<file path="config.mk">
export PLATFORM = sky130hd
export DESIGN_NAME = clk_div_multi
export DESIGN_NICKNAME = d
export VERILOG_FILES = /design/src/rtl/clk_div_multi_pkg.sv /design/src/rtl/clk_div_ch.sv /design/src/rtl/clk_div_multi.sv
export SDC_FILE = /design/constraint.sdc
export NUM_CORES = 1
export LEC_CHECK = 0
export CAP_MARGIN = 25
export CORE_MARGIN = 4
export CORE_UTILIZATION = 30
export CTS_BUF_LIST = sky130_fd_sc_hd__clkbuf_8
export CTS_CLUSTER_SIZE = 24
export DETAILED_ROUTE_END_ITERATION = 16
export PLACE_DENSITY_LB_ADDON = 0.15
export SYNTH_ARGS = -nofsm -noshare
export SYNTH_HDL_FRONTEND = slang
export SYNTH_HIERARCHICAL = 1
export SYNTH_SLANG_ARGS = --single-unit
</file>
<file path="constraint.sdc">
create_clock -name clk -period 2.8 [get_ports clk]
set_input_delay 0.56 -clock clk [delete_from_list [all_inputs] [get_ports clk]]
set_output_delay 0.56 -clock clk [all_outputs]
set_load 0.02 [all_outputs]
</file>
<file path="src/rtl/clk_div_multi_pkg.sv">
// Shared constants and bus-slicing helper for the multi-channel clock divider.
// Imported by the channel module and by the top level.
package clk_div_multi_pkg;

    localparam int CNT_W_DEF    = 10;
    localparam int NUM_CH_DEF   = 4;
    localparam int RST_DIV_DEF  = 1;
    localparam int RST_HIGH_DEF = 1;

    // Bit offset of channel idx inside a packed per-channel bus.
    function automatic int slice_base(input int idx, input int width);
        return idx * width;
    endfunction

endpackage

</file>
<file path="src/rtl/clk_div_ch.sv">
// One divider channel: period counter, double-buffered div/high settings,
// registered duty output and period-start tick, plus the div = 0 bypass mux.
module clk_div_ch
    import clk_div_multi_pkg::*;
#(
    parameter int CNT_W    = CNT_W_DEF,
    parameter int RST_DIV  = RST_DIV_DEF,
    parameter int RST_HIGH = RST_HIGH_DEF
) (
    input  logic             clk,
    input  logic             rst,
    input  logic             en,
    input  logic             sync,
    input  logic             load,
    input  logic [CNT_W-1:0] div_in,
    input  logic [CNT_W-1:0] high_in,
    output logic             clk_out,
    output logic             tick,
    output logic             pending
);

    logic [CNT_W-1:0] cnt;
    logic [CNT_W-1:0] act_div;
    logic [CNT_W-1:0] act_high;
    logic [CNT_W-1:0] sh_div;
    logic [CNT_W-1:0] sh_high;
    logic             out_q;
    logic             wrap;

    assign wrap = (cnt == act_div);

    always_ff @(posedge clk or posedge rst) begin
        if (rst) begin
            cnt      <= '0;
            act_div  <= CNT_W'(RST_DIV);
            act_high <= CNT_W'(RST_HIGH);
            sh_div   <= CNT_W'(RST_DIV);
            sh_high  <= CNT_W'(RST_HIGH);
            pending  <= 1'b0;
            out_q    <= 1'b0;
            tick     <= 1'b0;
        end else begin
            if (load) begin
                sh_div  <= div_in;
                sh_high <= high_in;
            end

            if (sync) begin
                // Phase restart: behaves like a reset edge that keeps the settings.
                cnt     <= '0;
                out_q   <= 1'b0;
                tick    <= 1'b0;
                pending <= 1'b0;
                if (load) begin
                    act_div  <= div_in;
                    act_high <= high_in;
                end else if (pending) begin
                    act_div  <= sh_div;
                    act_high <= sh_high;
                end
            end else if (en) begin
                cnt   <= wrap ? '0 : cnt + CNT_W'(1);
                out_q <= (cnt < act_high);
                tick  <= (cnt == '0);
                if (wrap) begin
                    // New settings take effect only on a period boundary.
                    pending <= 1'b0;
                    if (load) begin
                        act_div  <= div_in;
                        act_high <= high_in;
                    end else if (pending) begin
                        act_div  <= sh_div;
                        act_high <= sh_high;
                    end
                end else if (load) begin
                    pending <= 1'b1;
                end
            end else begin
                tick <= 1'b0;
                if (load) begin
                    pending <= 1'b1;
                end
            end
        end
    end

    // Glitch exposure at the bypass switch is accepted for this clock tree.
    assign clk_out = (act_div == '0) ? clk : out_q;

endmodule

</file>
<file path="src/rtl/clk_div_multi.sv">
// Multi-channel programmable clock divider: NUM_CH independent channels
// sharing clock, reset, enable and the phase-sync restart.
module clk_div_multi
    import clk_div_multi_pkg::*;
#(
    parameter int CNT_W    = CNT_W_DEF,
    parameter int NUM_CH   = NUM_CH_DEF,
    parameter int RST_DIV  = RST_DIV_DEF,
    parameter int RST_HIGH = RST_HIGH_DEF
) (
    input  logic                    clk,
    input  logic                    rst,
    input  logic                    en,
    input  logic                    sync,
    input  logic [NUM_CH-1:0]       load,
    input  logic [NUM_CH*CNT_W-1:0] div_n,
    input  logic [NUM_CH*CNT_W-1:0] high_n,
    output logic [NUM_CH-1:0]       clk_out,
    output logic [NUM_CH-1:0]       tick,
    output logic [NUM_CH-1:0]       pending
);

    for (genvar i = 0; i < NUM_CH; i++) begin : g_ch
        clk_div_ch #(
            .CNT_W    (CNT_W),
            .RST_DIV  (RST_DIV),
            .RST_HIGH (RST_HIGH)
        ) u_ch (
            .clk     (clk),
            .rst     (rst),
            .en      (en),
            .sync    (sync),
            .load    (load[i]),
            .div_in  (div_n[slice_base(i, CNT_W) +: CNT_W]),
            .high_in (high_n[slice_base(i, CNT_W) +: CNT_W]),
            .clk_out (clk_out[i]),
            .tick    (tick[i]),
            .pending (pending[i])
        );
    end

endmodule

</file>
==> results of run 1 <==
-- area by class of cell --
class | instances | share of cell area
flip-flops and latches | 212 | 0.418
multi-input cells | 533 | 0.354
repair buffers | 127 | 0.0980
clock buffers | 56 | 0.0597
well taps | 448 | 0.0440
inverters | 57 | 0.0168
clock inverters | 22 | 0.00904
-- kinds of logic after synthesis --
family          count (synthesis)  share of synthesized area
flops                         212                      0.521
compound gates                 76                     0.0567
fa+ha+maj                      44                     0.0539
xor+xnor                       63                     0.0540
simple gates                  182                     0.0882
mux                           168                      0.185
buf+inv                        91                     0.0408
-- power by group --
part | switching (mW) | internal (mW)
clock network | 1.34 | 1.77
registers | 0.242 | 3.47
logic | 0.537 | 0.667
total | 2.12 | 5.91
-- sequential cells by signal, summed over array words and instances, names as in the netlist --
register            count
g_ch.u_ch/sh_high      40
g_ch.u_ch/sh_div       40
g_ch.u_ch/pending       4
g_ch.u_ch/out_q         4
g_ch.u_ch/cnt          40
g_ch.u_ch/act_div      40
g_ch.u_ch/act_high     40
g_ch.u_ch/tick          4
-- metrics by stage --
stage               area, µm²  instances  setup WS [ns]  hold WS, ns
floorplan               10200        836          0.538        0.458
global placement        11900       1381         0.0770        0.474
detailed placement      11900       1381         0.0770        0.480
CTS                     12700       1455         0.0115        0.450
global route            12700       1455         0.0105        0.489
finish                  12700       1455         0.0506        0.491
-- worst max path at each step --
stage / startpoint / end / slack (ns) / cells past startpoint
floorplan: clk / clk_out[0] / 0.54 / 1
global placement: clk / clk_out[2] / 0.08 / 2
detailed placement: clk / clk_out[2] / 0.08 / 2
CTS: clk / clk_out[0] / 0.01 / 4
global route: clk / clk_out[1] / 0.01 / 4
finish: clk / clk_out[0] / 0.05 / 4
-- placed cells by master (no fill, tap or decap), types with 5 or more instances in the layout --
cell type	synthesis	routed
sky130_fd_sc_hd__a21oi_1	10	10
sky130_fd_sc_hd__buf_12	0	5
sky130_fd_sc_hd__xor2_1	23	23
sky130_fd_sc_hd__dfstp_2	16	16
sky130_fd_sc_hd__and3_1	10	10
sky130_fd_sc_hd__a211oi_1	6	6
sky130_fd_sc_hd__nand4_1	20	20
sky130_fd_sc_hd__mux2_1	6	6
sky130_fd_sc_hd__mux2_2	161	161
sky130_fd_sc_hd__inv_1	57	69
sky130_fd_sc_hd__o2111ai_1	9	9
sky130_fd_sc_hd__o21ai_0	13	13
sky130_fd_sc_hd__nor4_1	20	19
sky130_fd_sc_hd__nor3_1	13	13
sky130_fd_sc_hd__clkbuf_8	0	52
sky130_fd_sc_hd__nor2_1	60	60
sky130_fd_sc_hd__nand2_1	29	29
sky130_fd_sc_hd__buf_4	0	27
sky130_fd_sc_hd__nand3_1	18	18
sky130_fd_sc_hd__dfrtp_1	196	196
sky130_fd_sc_hd__clkdlybuf4s50_1	0	94
sky130_fd_sc_hd__xnor2_1	40	40
sky130_fd_sc_hd__a2111oi_0	9	9
sky130_fd_sc_hd__ha_1	44	44
sky130_fd_sc_hd__clkinv_2	0	5
-- routing by layer --
metal / vias to the layer above / share of wire / routed length (µm) / global-route usage
li1: 3260 / - / - / -
met1: 3244 / 0.48 / 10700 / 0.174
met2: 157 / 0.43 / 9810 / 0.190
met3: 55 / 0.060 / 1360 / 0.0367
met4: 0 / 0.030 / 676 / 0.0455
met5: - / 0 / 0 / 0
-- timing repair --
item,in CTS,in global routing
setup buffers,0,0
resized for setup,13,0
setup endpoints to repair,4,0
==> impl_metrics.sql, run 1 <==
INSERT INTO impl_metrics (metric_group, metric, value, unit) VALUES
('detailed_routing', 'drt_first_iter_violations', '254', ''),
('yosys', 'synth-main-ff-cell', 'sky130_fd_sc_hd__dfrtp_1', ''),
('worst_setup_path', 'critPathCaptureType', 'output pin', ''),
('die', 'fp-row-count', '67', ''),
('worst_setup_path', 'worst_ep_required_time', '2.24', 'ns'),
('final_layout', 'layout-drive-gt1-share', '0.282', ''),
('placed_design', 'hpwl', '15.7', 'mm'),
('detailed_routing', 'dr_total_vias', '6716', ''),
('power_and_ir_drop', 'p_leak', '5.59', 'nW'),
('yosys', 'yosys.area.top_type', 'sky130_fd_sc_hd__dfrtp_1', ''),
('global_route', 'antenna_found_initial', '0', ''),
('worst_setup_path', 'worstPathBufferInverterCount', '3', ''),
('detailed_routing', 'detailedRoute.firstPassIterationCount', '4', ''),
('worst_setup_path', 'reg2reg_from', 'g_ch[0].u_ch/cnt[4]$_DFFE_PP0P_', ''),
('global_route', 'overflow_left_after_global_routing', '0', ''),
('detailed_routing', 'drt_drc_violations_left', '0', ''),
('clocking', 'worstSkewPairLatency', '0.62', 'ns'),
('worst_setup_path', 'r2r_slack', '0.55', 'ns'),
('placed_design', 'place_congestion', '0.773', ''),
('worst_setup_path', 'path_common_cell', 'sky130_fd_sc_hd__clkbuf_8', ''),
('timing', 'setup_total_negative_slack', '0', 'ns'),
('detailed_routing', 'drt.antenna.violating_nets', '0', ''),
('worst_setup_path', 'top_family_by_delay_on_critical_path', 'buffers and inverters', ''),
('yosys', 'yosys_warnings', '6', ''),
('yosys', 'syn-num-nets', '968', ''),
('die', 'floorplan.die_area', '37100', 'µm²'),
('power_and_ir_drop', 'p_total', '8.03', 'mW'),
('worst_hold_path', 'worst_hold_startpoint', 'g_ch[3].u_ch/sh_high[9]$_DFFE_PP0P_', ''),
('worst_setup_path', 'cpMaxStageDelayCell', 'sky130_fd_sc_hd__mux2_2', ''),
('worst_setup_path', 'path_cells', 'clkbuf_8 -> clkbuf_8 -> mux2_2 -> clkdlybuf4s15_2', ''),
('die', 'io_count', '100', ''),
('worst_setup_path', 'criticalPathCategory', 'clk2out', ''),
('yosys', 'synth-edff-count', '0', ''),
('worst_setup_path', 'critical_path.startpoint_type', 'clock port', ''),
('run_status', 'status', 'finished clean', ''),
('yosys', 'synthTopCellsByArea', 'sky130_fd_sc_hd__dfrtp_1 48%, sky130_fd_sc_hd__mux2_2 18%, sky130_fd_sc_hd__ha_1 5.4%', ''),
('final_layout', 'final_nets', '1110', ''),
('worst_hold_path', 'whs_path_depth', '1', ''),
('worst_hold_path', 'class_of_the_tightest_hold_or_removal_check', 'reg2reg', ''),
('yosys', 'synth_top_cell_area_share', '0.480', ''),
('final_layout', 'ff_latch_area', '5330', 'µm²'),
('power_and_ir_drop', 'vdd_ir_drop_max', '0.000308', 'V'),
('final_layout', 'area_growth', '24.7', '%'),
('worst_setup_path', 'cp_max_fo', '2', ''),
('final_layout', 'antenna_cells_inserted', '0', ''),
('timing', 'tightestPinTransition', '0.508', 'ns'),
('die', 'initial_utilization', '0.305', ''),
('final_layout', 'multiInputGateArea', '4510', 'µm²'),
('placed_design', 'place.port_buffers', '99', ''),
('yosys', 'syn_avg_cell_area', '12.2', 'µm²'),
('timing', 'maxSlewHeadroom', '0.661', ''),
('detailed_routing', 'drt-vias-per-instance', '4.62', ''),
('worst_setup_path', 'crit-reg2reg-capture', 'g_ch[0].u_ch/out_q$_DFFE_PP0P_', ''),
('worst_hold_path', 'whs_endpoint', 'g_ch[3].u_ch/sh_high[9]$_DFFE_PP0P_', ''),
('detailed_routing', 'detail_route.wirelength', '22.6', 'mm'),
('timing', 'slew_viol_final', '0', ''),
('global_route', 'first_global_vias', '7256', ''),
('yosys', 'netlist_instances', '836', ''),
('run', 'max-cap-violations', '0', ''),
('yosys', 'synth.lib_cells_used.distinct', '44', ''),
('worst_setup_path', 'cp_slowest_stage_delay', '0.26', 'ns'),
('die', 'core-area', '33500', 'µm²'),
('clocking', 'tritoncts', 'built', ''),
('yosys', 'most_used_standard_cell_by_instance_count_after_synthesis', 'sky130_fd_sc_hd__dfrtp_1', ''),
('die', 'die_w', '193', 'µm'),
('timing', 'grt_setup_unrepaired', 'false', ''),
('detailed_routing', 'route.detailed.wl_per_inst', '15.5', 'µm'),
('yosys', 'ys_seq_elements', '212', ''),
('final_layout', 'fillerInstances', '3304', ''),
('global_route', 'grtUsageTotal', '0.126', ''),
('worst_setup_path', 'r2r_cells', '5', '');
(Power assumes the default switching activity.)
==> run 2, diff against run 1 <==
--- a/config.mk
+++ b/config.mk
@@ -8,7 +8,7 @@
 export CAP_MARGIN = 25
 export CORE_MARGIN = 4
 export CORE_UTILIZATION = 30
-export CTS_BUF_LIST = sky130_fd_sc_hd__clkbuf_8
+export CTS_BUF_LIST = sky130_fd_sc_hd__clkbuf_4 sky130_fd_sc_hd__clkbuf_8
 export CTS_CLUSTER_SIZE = 24
 export DETAILED_ROUTE_END_ITERATION = 16
 export PLACE_DENSITY_LB_ADDON = 0.15
==> run 2 against run 1 <==
Compared with the run above:
- clock power rose by 7.1%
- sequential cell count is the same
- die area unchanged
- largest power group unchanged
- global-route usage about the same
==> impl_metrics.sql, run 2 (synthesis gave the netlist of run 1 again) <==
INSERT INTO impl_metrics (metric_group, metric, value, unit) VALUES
('die', 'fp-row-count', '67', ''),
('detailed_routing', 'drt-vias-per-instance', '4.64', ''),
('clocking', 'post_cts_setup_driven_buffer_insertion_count', '0', ''),
('global_route', 'antenna_found_initial', '0', ''),
('placed_design', 'place_inst', '1381', ''),
('power_and_ir_drop', 'internal-power', '6.12', 'mW'),
('placed_design', 'placement.setup.worst_slack', '0.0770', 'ns'),
('worst_setup_path', 'stages_on_the_worst_setup_path', '4', ''),
('clocking', 'cts.clk_slew.worst_paths', '0.05', 'ns'),
('final_layout', 'layoutNonFillerInstCount', '1455', ''),
('timing', 'final_critical_path_setup_slack', '0.0482', 'ns'),
('final_layout', 'utilization', '0.382', ''),
('global_route', 'first_global_vias', '7263', ''),
('global_route', 'grtUsageTotal', '0.126', ''),
('timing', 'slew_viol_final', '0', ''),
('die', 'io_count', '100', ''),
('placed_design', 'hpwl', '15.7', 'mm'),
('detailed_routing', 'drt.antenna.violating_nets', '0', ''),
('power_and_ir_drop', 'p_total', '8.25', 'mW'),
('detailed_routing', 'route.detailed.wl_per_inst', '15.5', 'µm'),
('timing', 'worst_clock_skew', '0.0172', 'ns'),
('worst_setup_path', 'critical_path.startpoint_type', 'clock port', ''),
('worst_setup_path', 'path_cells', 'clkbuf_8 -> clkbuf_8 -> mux2_2 -> clkdlybuf4s15_2', ''),
('clocking', 'worstSkewPairLatency', '0.62', 'ns'),
('detailed_routing', 'detailedRoute.firstPassIterationCount', '4', ''),
('clocking', 'post_cts_resized', '13', ''),
('final_layout', 'most-common-layout-cells', '196 x sky130_fd_sc_hd__dfrtp_1, 161 x sky130_fd_sc_hd__mux2_2, 94 x sky130_fd_sc_hd__clkdlybuf4s50_1, 60 x sky130_fd_sc_hd__nor2_1, 53 x sky130_fd_sc_hd__inv_1', ''),
('timing', 'finalHoldWorstSlack', '0.491', 'ns'),
('timing', 'tightestPinTransition', '0.509', 'ns'),
('timing', 'finalHoldViolations', '0', ''),
('worst_setup_path', 'cp.arrival', '2.19', 'ns'),
('die', 'die_h', '193', 'µm'),
('global_route', 'largest_net_degree_at_the_start_of_global_routing', '54', ''),
('final_layout', 'area_growth', '25.3', '%'),
('power_and_ir_drop', 'pwr_density_cell', '644', 'nW/µm²'),
('global_route', 'overflow_left_after_global_routing', '0', ''),
('clocking', 'ctsHoldBuffers', '0', ''),
('final_layout', 'post-route-cell-area', '12800', 'µm²'),
('worst_hold_path', 'whs_path_depth', '1', ''),
('worst_setup_path', 'worst_ep_required_time', '2.24', 'ns'),
('timing', 'maxSlewHeadroom', '0.660', ''),
('power_and_ir_drop', 'p_clk_frac', '0.404', ''),
('power_and_ir_drop', 'total_switching_power', '2.13', 'mW'),
('placed_design', 'place_congestion', '0.773', ''),
('worst_setup_path', 'cp_slowest_stage_delay', '0.26', 'ns'),
('worst_setup_path', 'r2r_cells', '5', ''),
('worst_setup_path', 'cpMaxStageDelayCell', 'sky130_fd_sc_hd__mux2_2', ''),
('power_and_ir_drop', 'vdd_ir_drop_max', '0.000308', 'V'),
('detailed_routing', 'detail_route.wirelength', '22.6', 'mm'),
('worst_setup_path', 'cp_max_fo', '2', ''),
('final_layout', 'antenna_cells_inserted', '0', ''),
('worst_setup_path', 'r2r_slack', '0.55', 'ns'),
('worst_setup_path', 'top_family_by_delay_on_critical_path', 'buffers and inverters', ''),
('timing', 'setup_viol', '0', ''),
('worst_hold_path', 'class_of_the_tightest_hold_or_removal_check', 'reg2reg', ''),
('worst_setup_path', 'worstPathBufferInverterCount', '3', ''),
('die', 'initial_utilization', '0.305', ''),
('clocking', 'tritoncts', 'built', ''),
('timing', 'grt_setup_unrepaired', 'false', ''),
('power_and_ir_drop', 'sw_frac_of_total', '0.258', ''),
('run', 'max-cap-violations', '0', ''),
('placed_design', 'place.port_buffers', '99', ''),
('run_status', 'status', 'finished clean', ''),
('placed_design', 'dpl-instance-area', '11900', 'µm²'),
('global_route', 'grt_first_pass_wirelength', '38.0', 'mm'),
('power_and_ir_drop', 'p_leak', '5.58', 'nW'),
('final_layout', 'layout-drive-gt1-share', '0.298', ''),
('power_and_ir_drop', 'seq_power_share', '0.450', ''),
('worst_setup_path', 'criticalPathCategory', 'clk2out', ''),
('die', 'core-area', '33500', 'µm²'),
('final_layout', 'layout.cells.most_common', 'sky130_fd_sc_hd__dfrtp_1', ''),
('power_and_ir_drop', 'power.combinational.fraction', '0.146', ''),
('timing', 'setup_total_negative_slack', '0', 'ns'),
('die', 'die_w', '193', 'µm'),
('worst_setup_path', 'critPathCaptureType', 'output pin', ''),
('worst_setup_path', 'path_common_cell', 'sky130_fd_sc_hd__clkbuf_8', ''),
('final_layout', 'final_nets', '1110', ''),
('die', 'floorplan.die_area', '37100', 'µm²'),
('detailed_routing', 'dr_total_vias', '6753', ''),
('detailed_routing', 'drt_drc_violations_left', '0', ''),
('detailed_routing', 'drt_first_iter_violations', '240', '');
==> run 2: final cells by class <==
cell class	count	area [µm²]
well taps	448	561
clock inverters	6	55.1
fillers	3288	20700
repair buffers	127	1250
flip-flops and latches	212	5330
inverters	57	214
clock buffers	72	881
multi-input cells	533	4510
==> run 2: worst paths after layout <==
kind	from	endpoint
setup / recovery	clk	clk_out[0]
hold / removal	g_ch[3].u_ch/sh_high[8]$_DFFE_PP0P_	g_ch[3].u_ch/sh_high[8]$_DFFE_PP0P_
setup reg to reg	g_ch[0].u_ch/cnt[4]$_DFFE_PP0P_	g_ch[0].u_ch/out_q$_DFFE_PP0P_
hold reg to reg	g_ch[3].u_ch/sh_high[8]$_DFFE_PP0P_	g_ch[3].u_ch/sh_high[8]$_DFFE_PP0P_
max in group asynchronous	rst	g_ch[2].u_ch/sh_div[0]$_DFFE_PP1P_
min in group asynchronous	rst	g_ch[1].u_ch/act_high[3]$_DFFE_PP0P_
==> run 2: worst reg2reg max path: stages, from the launching register on <==
cell and delay (ns):
sky130_fd_sc_hd__dfrtp_1 0.49, sky130_fd_sc_hd__ha_1 0.36, sky130_fd_sc_hd__a21o_1 0.18, sky130_fd_sc_hd__a2111oi_0 0.38, sky130_fd_sc_hd__o21ai_0 0.21, sky130_fd_sc_hd__a2111oi_0 0.48
==> run 2: power by group through the flow <==
stage / Clock (mW) / Combinational [mW] / Sequential, mW
final: 3.33 / 1.20 / 3.71
after global placement: 0.0230 / 1.21 / 3.76
after floorplan: 0.0137 / 0.847 / 3.69
after CTS: 3.51 / 1.24 / 3.72
after detailed placement: 0.0230 / 1.23 / 3.77
after global routing: 3.63 / 1.36 / 3.76
==> run 2: per-layer routing <==
metal / wire, µm / up-vias / part of all wire / global-route usage
li1: - / 3259 / - / -
met1: 10700 / 3287 / 0.47 / 0.172
met2: 9860 / 155 / 0.44 / 0.191
met3: 1400 / 52 / 0.062 / 0.0378
met4: 640 / 0 / 0.028 / 0.0444
met5: 0 / - / 0 / 0
